===== config.mk =====
export PLATFORM = sky130hd
export DESIGN_NAME = morse_keyer
export DESIGN_NICKNAME = d
export VERILOG_FILES = /design/src/rtl/morse_keyer.sv
export SDC_FILE = /design/constraint.sdc
export NUM_CORES = 1
export LEC_CHECK = 0
export CORE_AREA = 2 2 61 77
export CTS_CLUSTER_DIAMETER = 80
export DETAILED_ROUTE_END_ITERATION = 8
export DIE_AREA = 0 0 63 79
export HOLD_SLACK_MARGIN = 0.15
export MAX_ROUTING_LAYER = met4
export PLACE_DENSITY = 0.66
export SYNTH_ARGS = -nofsm -noshare
export SYNTH_HDL_FRONTEND = slang
export SYNTH_SLANG_ARGS = --single-unit

===== constraint.sdc =====
create_clock -name clk -period 2.2 [get_ports clk]
set_clock_uncertainty 0.15 [all_clocks]
set_input_delay 0.33 -clock clk [delete_from_list [all_inputs] [get_ports clk]]
set_output_delay 0.33 -clock clk [all_outputs]
set_load 0.05 [all_outputs]

===== src/rtl/morse_keyer.sv =====
// Morse keyer: one character per valid/ready handshake, keyed out with ITU dot-unit timing.
// Optional sidetone generator is enabled by defining MORSE_TONE_EN.
module morse_keyer #(
   parameter int UNIT_CYCLES = 1000,
   parameter int TONE_HALF   = 50
) (
   input  logic       clk,
   input  logic       rst,
   input  logic       char_valid,
   input  logic [5:0] char_code,
   output logic       char_ready,
   output logic       key_out,
   output logic       busy,
   output logic       char_done,
   output logic       tone_out
);

   typedef enum logic [2:0] {
      S_IDLE     = 3'd0,
      S_MARK     = 3'd1,
      S_SYM_GAP  = 3'd2,
      S_CHAR_GAP = 3'd3,
      S_SPACE    = 3'd4
   } state_t;

   localparam int            CW        = $clog2(UNIT_CYCLES);
   localparam logic [CW-1:0] UNIT_LAST = CW'(UNIT_CYCLES - 1);

   if (UNIT_CYCLES < 2 || TONE_HALF < 1) begin : g_param_check
      $error("morse_keyer: UNIT_CYCLES must be >= 2 and TONE_HALF >= 1");
   end

   // {len[2:0], pat[4:0]}, pattern LSB-first, 1 = dash
   function automatic logic [7:0] lookup(input logic [5:0] code);
      logic [7:0] e;
      case (code)
         6'd0:  e = {3'd2, 5'b00010};
         6'd1:  e = {3'd4, 5'b00001};
         6'd2:  e = {3'd4, 5'b00101};
         6'd3:  e = {3'd3, 5'b00001};
         6'd4:  e = {3'd1, 5'b00000};
         6'd5:  e = {3'd4, 5'b00100};
         6'd6:  e = {3'd3, 5'b00011};
         6'd7:  e = {3'd4, 5'b00000};
         6'd8:  e = {3'd2, 5'b00000};
         6'd9:  e = {3'd4, 5'b01110};
         6'd10: e = {3'd3, 5'b00101};
         6'd11: e = {3'd4, 5'b00010};
         6'd12: e = {3'd2, 5'b00011};
         6'd13: e = {3'd2, 5'b00001};
         6'd14: e = {3'd3, 5'b00111};
         6'd15: e = {3'd4, 5'b00110};
         6'd16: e = {3'd4, 5'b01011};
         6'd17: e = {3'd3, 5'b00010};
         6'd18: e = {3'd3, 5'b00000};
         6'd19: e = {3'd1, 5'b00001};
         6'd20: e = {3'd3, 5'b00100};
         6'd21: e = {3'd4, 5'b01000};
         6'd22: e = {3'd3, 5'b00110};
         6'd23: e = {3'd4, 5'b01001};
         6'd24: e = {3'd4, 5'b01101};
         6'd25: e = {3'd4, 5'b00011};
         6'd26: e = {3'd5, 5'b11111};
         6'd27: e = {3'd5, 5'b11110};
         6'd28: e = {3'd5, 5'b11100};
         6'd29: e = {3'd5, 5'b11000};
         6'd30: e = {3'd5, 5'b10000};
         6'd31: e = {3'd5, 5'b00000};
         6'd32: e = {3'd5, 5'b00001};
         6'd33: e = {3'd5, 5'b00011};
         6'd34: e = {3'd5, 5'b00111};
         6'd35: e = {3'd5, 5'b01111};
         default: e = {3'd1, 5'b00000};
      endcase
      return e;
   endfunction

   state_t        state_q;
   logic [CW-1:0] cyc_q;
   logic [1:0]    unit_q;
   logic [4:0]    pat_q;
   logic [2:0]    idx_q;
   logic [2:0]    last_q;
   logic          key_q;
   logic          busy_q;
   logic          done_q;
   logic          ready_q;

   logic          unit_end_s;
   logic [1:0]    unit_need_s;
   logic          state_done_s;
   logic [7:0]    entry_s;
   logic [2:0]    len_s;

   // Units remaining in the current state, expressed as the index of its final unit
   always_comb begin
      unit_need_s = 2'd0;
      case (state_q)
         S_MARK:     unit_need_s = pat_q[idx_q] ? 2'd2 : 2'd0;
         S_SYM_GAP:  unit_need_s = 2'd0;
         S_CHAR_GAP: unit_need_s = 2'd2;
         S_SPACE:    unit_need_s = 2'd3;
         default:    unit_need_s = 2'd0;
      endcase
   end

   assign unit_end_s   = (cyc_q == UNIT_LAST);
   assign state_done_s = unit_end_s && (unit_q == unit_need_s);
   assign entry_s      = lookup(char_code);
   assign len_s        = (entry_s[7:5] == 3'd0) ? 3'd1 : entry_s[7:5];

   // Keyer FSM with unit timing and registered outputs
   always_ff @(posedge clk) begin
      if (rst) begin
         state_q <= S_IDLE;
         cyc_q   <= '0;
         unit_q  <= 2'd0;
         pat_q   <= 5'd0;
         idx_q   <= 3'd0;
         last_q  <= 3'd0;
         key_q   <= 1'b0;
         busy_q  <= 1'b0;
         done_q  <= 1'b0;
         ready_q <= 1'b1;
      end else begin
         done_q <= 1'b0;
         if (state_q == S_IDLE || state_done_s) begin
            cyc_q  <= '0;
            unit_q <= 2'd0;
         end else if (unit_end_s) begin
            cyc_q  <= '0;
            unit_q <= unit_q + 2'd1;
         end else begin
            cyc_q <= cyc_q + CW'(1);
         end
         case (state_q)
            S_IDLE: begin
               if (char_valid && ready_q) begin
                  if (char_code < 6'd36) begin
                     state_q <= S_MARK;
                     pat_q   <= entry_s[4:0];
                     last_q  <= len_s - 3'd1;
                     idx_q   <= 3'd0;
                     key_q   <= 1'b1;
                     busy_q  <= 1'b1;
                     ready_q <= 1'b0;
                  end else if (char_code == 6'd36) begin
                     state_q <= S_SPACE;
                     busy_q  <= 1'b1;
                     ready_q <= 1'b0;
                  end else begin
                     done_q <= 1'b1;
                  end
               end
            end
            S_MARK: begin
               if (state_done_s) begin
                  key_q   <= 1'b0;
                  state_q <= (idx_q == last_q) ? S_CHAR_GAP : S_SYM_GAP;
               end
            end
            S_SYM_GAP: begin
               if (state_done_s) begin
                  idx_q   <= idx_q + 3'd1;
                  key_q   <= 1'b1;
                  state_q <= S_MARK;
               end
            end
            S_CHAR_GAP, S_SPACE: begin
               if (state_done_s) begin
                  state_q <= S_IDLE;
                  busy_q  <= 1'b0;
                  ready_q <= 1'b1;
                  done_q  <= 1'b1;
               end
            end
            default: begin
               state_q <= S_IDLE;
               key_q   <= 1'b0;
               busy_q  <= 1'b0;
               ready_q <= 1'b1;
            end
         endcase
      end
   end

   assign char_ready = ready_q;
   assign key_out    = key_q;
   assign busy       = busy_q;
   assign char_done  = done_q;

`ifdef MORSE_TONE_EN
   localparam int            TW        = (TONE_HALF > 1) ? $clog2(TONE_HALF) : 1;
   localparam logic [TW-1:0] TONE_LAST = TW'(TONE_HALF - 1);

   logic [TW-1:0] tone_cnt_q;
   logic          tone_q;
   logic          mark_end_s;

   assign mark_end_s = (state_q == S_MARK) && state_done_s;

   // Sidetone: held at zero outside marks so each mark starts in phase
   always_ff @(posedge clk) begin
      if (rst || !key_q || mark_end_s) begin
         tone_cnt_q <= '0;
         tone_q     <= 1'b0;
      end else if (tone_cnt_q == TONE_LAST) begin
         tone_cnt_q <= '0;
         tone_q     <= ~tone_q;
      end else begin
         tone_cnt_q <= tone_cnt_q + TW'(1);
      end
   end

   assign tone_out = tone_q;
`else
   assign tone_out = 1'b0;
`endif

endmodule

==> out/results.tsv <==
stage	metric	value	unit
synthesis	synth_compound_gate_area_share	19.6	%
die	design.die.area	0.00498	sq mm
routing	ant_nets	0	
routing	dr.pass1.iters	4	
synthesis	ys_ff_latch	30	
sta	period_needed	2.11	ns
synthesis	synth_mux_area_share	5.32	%
hold_path	min_path_cells	1	
global_routing	grt-ovfl-total	0	
hold_path	holdPathEnd	cyc_q[0]	
sta	finalWorstSetupSlack	0.0943	ns
synthesis	synthDistinctLibCells	53	
die	ioPinCount	14	
synthesis	synth_top_family_by_area	simple AND/OR/NAND/NOR gates	
sta	final-hold-violation-count	0	
global_routing	grt_pass1_wl	8110	microns
synthesis	ys_seq_area_share	29.3	%
pwr	p_leak	0.00106	uW
critical_path	cpMaxStageDelayCell	a211o_1	
clocking	cts_root_buf	clkbuf_8	
clocking	cts_made_buffers	5	
layout	layout.cells.non_filler	370	
clocking	cts_tree	yes	
die	std_cell_rows	27	
clocking	cts_sinks	30	
synthesis	synthArstFlopShare	0	%
critical_path	path_class	input port to register	
synthesis	avgSynthCellArea	7.81	sq um
critical_path	crit_top_cell	a211oi_2	
synthesis	synthFlopType	dfxtp_1	
critical_path	arrival	2.16	ns
sta	max_freq	0.475	GHz
critical_path	required	2.25	ns
placement	pre_cts_ws	-0.577	ns
global_routing	antenna_found_initial	0	
synthesis	synthCells	262	
layout	drive_above_1_share	29.5	%
routing	vias	2020	
sta	rsz0062_at_grt	false	
synthesis	yosys_warnings	0	
pwr	powerDensity	582	mW/mm^2
synthesis	synthesis.nets	280	
synthesis	synth_adder_area_share	5.50	%
placement	hpwl	3550	microns
global_routing	grt_pass1_vias	1910	
routing	routed_via_density	5.46	
critical_path	path_cells	clkbuf_2 -> inv_2 -> ha_4 -> nor2b_2 -> a211oi_2 -> a211oi_2 -> a211o_1 -> a21oi_2 -> ha_4 -> a211oi_2	
clocking	clk_latency	0.28	ns
placement	gp_congestion	0.900	
critical_path	start_kind	input port	
synthesis	synth-edff-count	0	
layout	antennaDiodeCount	0	
critical_path	r2r-end	state_q[1]	
routing	drt_wl_total	5100	microns
critical_path	reg2reg_depth	8	
placement	port_buffers	12	
hold_path	hold_start	cyc_q[0]	
synthesis	synthSimpleGateAreaFrac	27.8	%
outcome	status	finished, final reports clean	
layout	area_growth	32.3	%
clocking	cts.path.max_buffers	2	
pwr	irDropWorstVdd	0.000203	V
synthesis	netlist_area	0.00205	sq mm
synthesis	synth_xor_area_share	6.42	%
die	initial_utilization	47.7	%
global_routing	grt_max_degree	21	
layout	nets	331	
sta	finalCritPeriodShare	95.7	%
clocking	ctsHtreeMaxLevel	2	
global_routing	globalRouteTotalUtil	20.9	%
clocking	clkTransAtPathRegs	0.06	ns
hold_path	hp-class	register to register	
critical_path	critPathMaxFanout	3	
die	die_w	63	microns
die	core	0.00429	sq mm
placement	dp_cells	360	
job	max_cap_viol_count	0	
critical_path	crit_path_max_incr_delay	0.35	ns
routing	wl_per_cell	13.8	microns
critical_path	end_kind	register	
layout	fillers	412	
sta	setup_violations	0	
critical_path	r2r-start	idx_q[1]	
die	die_h	79	microns
critical_path	reg2reg_slack	0.10	ns
routing	drc_errors	0	
routing	drt_iter0_markers	138	
sta	maxSlewViolCount	0	
## per-layer routing
| layer | global-route usage [%] | routed length, microns | part of all wire [%] | up-vias |
|---|---|---|---|---|
| met2 | 40.2 | 2810 | 55 | 37 |
| met1 | 20.9 | 2070 | 41 | 947 |
| met3 | 2.69 | 114 | 2.2 | 9 |
| met5 | - | 0 | 0 | - |
| met4 | 9.33 | 100 | 2.0 | 0 |
| li1 | - | - | - | 1027 |
## how the worst max path moves through the flow
stage | from | end | slack [ns]
detailed placement | char_code[1] | last_q[1] | -0.58
finish | char_code[0] | last_q[1] | 0.09
CTS | char_code[2] | last_q[2] | 0.03
floorplan | char_code[1] | last_q[2] | 0.02
global placement | char_code[1] | last_q[1] | -0.55
global route | cyc_q[0] | state_q[1] | 0.02
## critical path: cells and delay by family
family                     cells  cell delay (ns)
AOI/OAI and AO/OA              5             1.02
adders and majority gates      2             0.43
buffers and inverters          2             0.22
and+or+nand+nor                1             0.16
## cell families after synthesis
kind of cell    count (synthesis)
compound gates                 61
xor+xnor                       15
fa+ha+maj                       9
buf+inv                        24
flops                          30
mux                             9
other cells                     1
simple gates                  113
## stage by stage
stage	TNS [ns]	hold WS, ns	total power, uW	instance area, sq um	util (%)
floorplan	0	0.280	942	2060	-
global placement	-3.26	0.292	1110	2500	58.2
detailed placement	-3.39	0.305	1120	2500	58.2
CTS	0	0.318	1560	2620	61.0
global route	0	0.340	1650	2710	63.1
finish	0	0.315	1580	2710	63.1
## cells in the mapped netlist (all sizes together), types with 5 or more instances
library cell,number,area share [%]
nor2,39,7.2
dfxtp,30,29
a21oi,24,5.9
nand2,19,3.5
nand3,14,3.4
nor3,11,2.9
ha,9,5.5
buf,8,2.4
clkbuf,8,2.0
inv,8,1.5
xnor2,8,3.4
xor2,7,3.0
mux2i,6,3.1
o21ai,6,1.5
or2,6,1.8
a211oi,5,1.8
## power by group
part | total (uW) | internal, uW | switching (uW)
registers | 614 | 584 | 30.3
logic | 527 | 241 | 287
clock network | 435 | 241 | 194
## area by class of cell
class	instances	area (sq um)	share of cell area [%]
sequential	30	601	22.2
multi-input combinational	208	1430	52.7
clock buffer	6	82.6	3.05
timing repair buffer	60	490	18.1
inverter	8	33.8	1.25
tap	58	72.6	2.68
## cells in the final DEF (no fill, tap or decap), types with 2 or more instances in the layout
cell              n
a211o_1           4
a211oi_1          2
a211oi_2          3
a21o_1            2
a21o_2            2
a21oi_1          22
a21oi_2           2
a31oi_1           2
buf_4            47
clkbuf_8          6
clkdlybuf4s50_1   8
dfxtp_1          30
ha_1              5
ha_4              3
inv_1             6
mux2_2            2
mux2i_1           5
nand2_1          19
nand3_1          14
nand3b_1          3
nand4_1           4
nor2_1           35
nor2_2            4
nor2b_1           2
nor3_1            9
nor3b_1           2
o211ai_1          3
o21ai_0           5
o31ai_1           4
or2_2             6
or3_1             2
xnor2_1           8
xor2_1            7
## what timing repair did
item,CTS,global route
pin swaps,4,6
endpoints found under the setup margin,5,5
gates cloned,0,0
hold buffers,0,0
gates resized for setup,12,20
setup buffers,2,2
## state kept, by name (all words and copies together) (netlist names)
signal,cells
busy,1
char_done,1
char_ready,1
cyc_q,10
idx_q,3
key_out,1
last_q,3
pat_q,5
state_q,3
unit_q,2
Power figures use the tool's default switching activity.
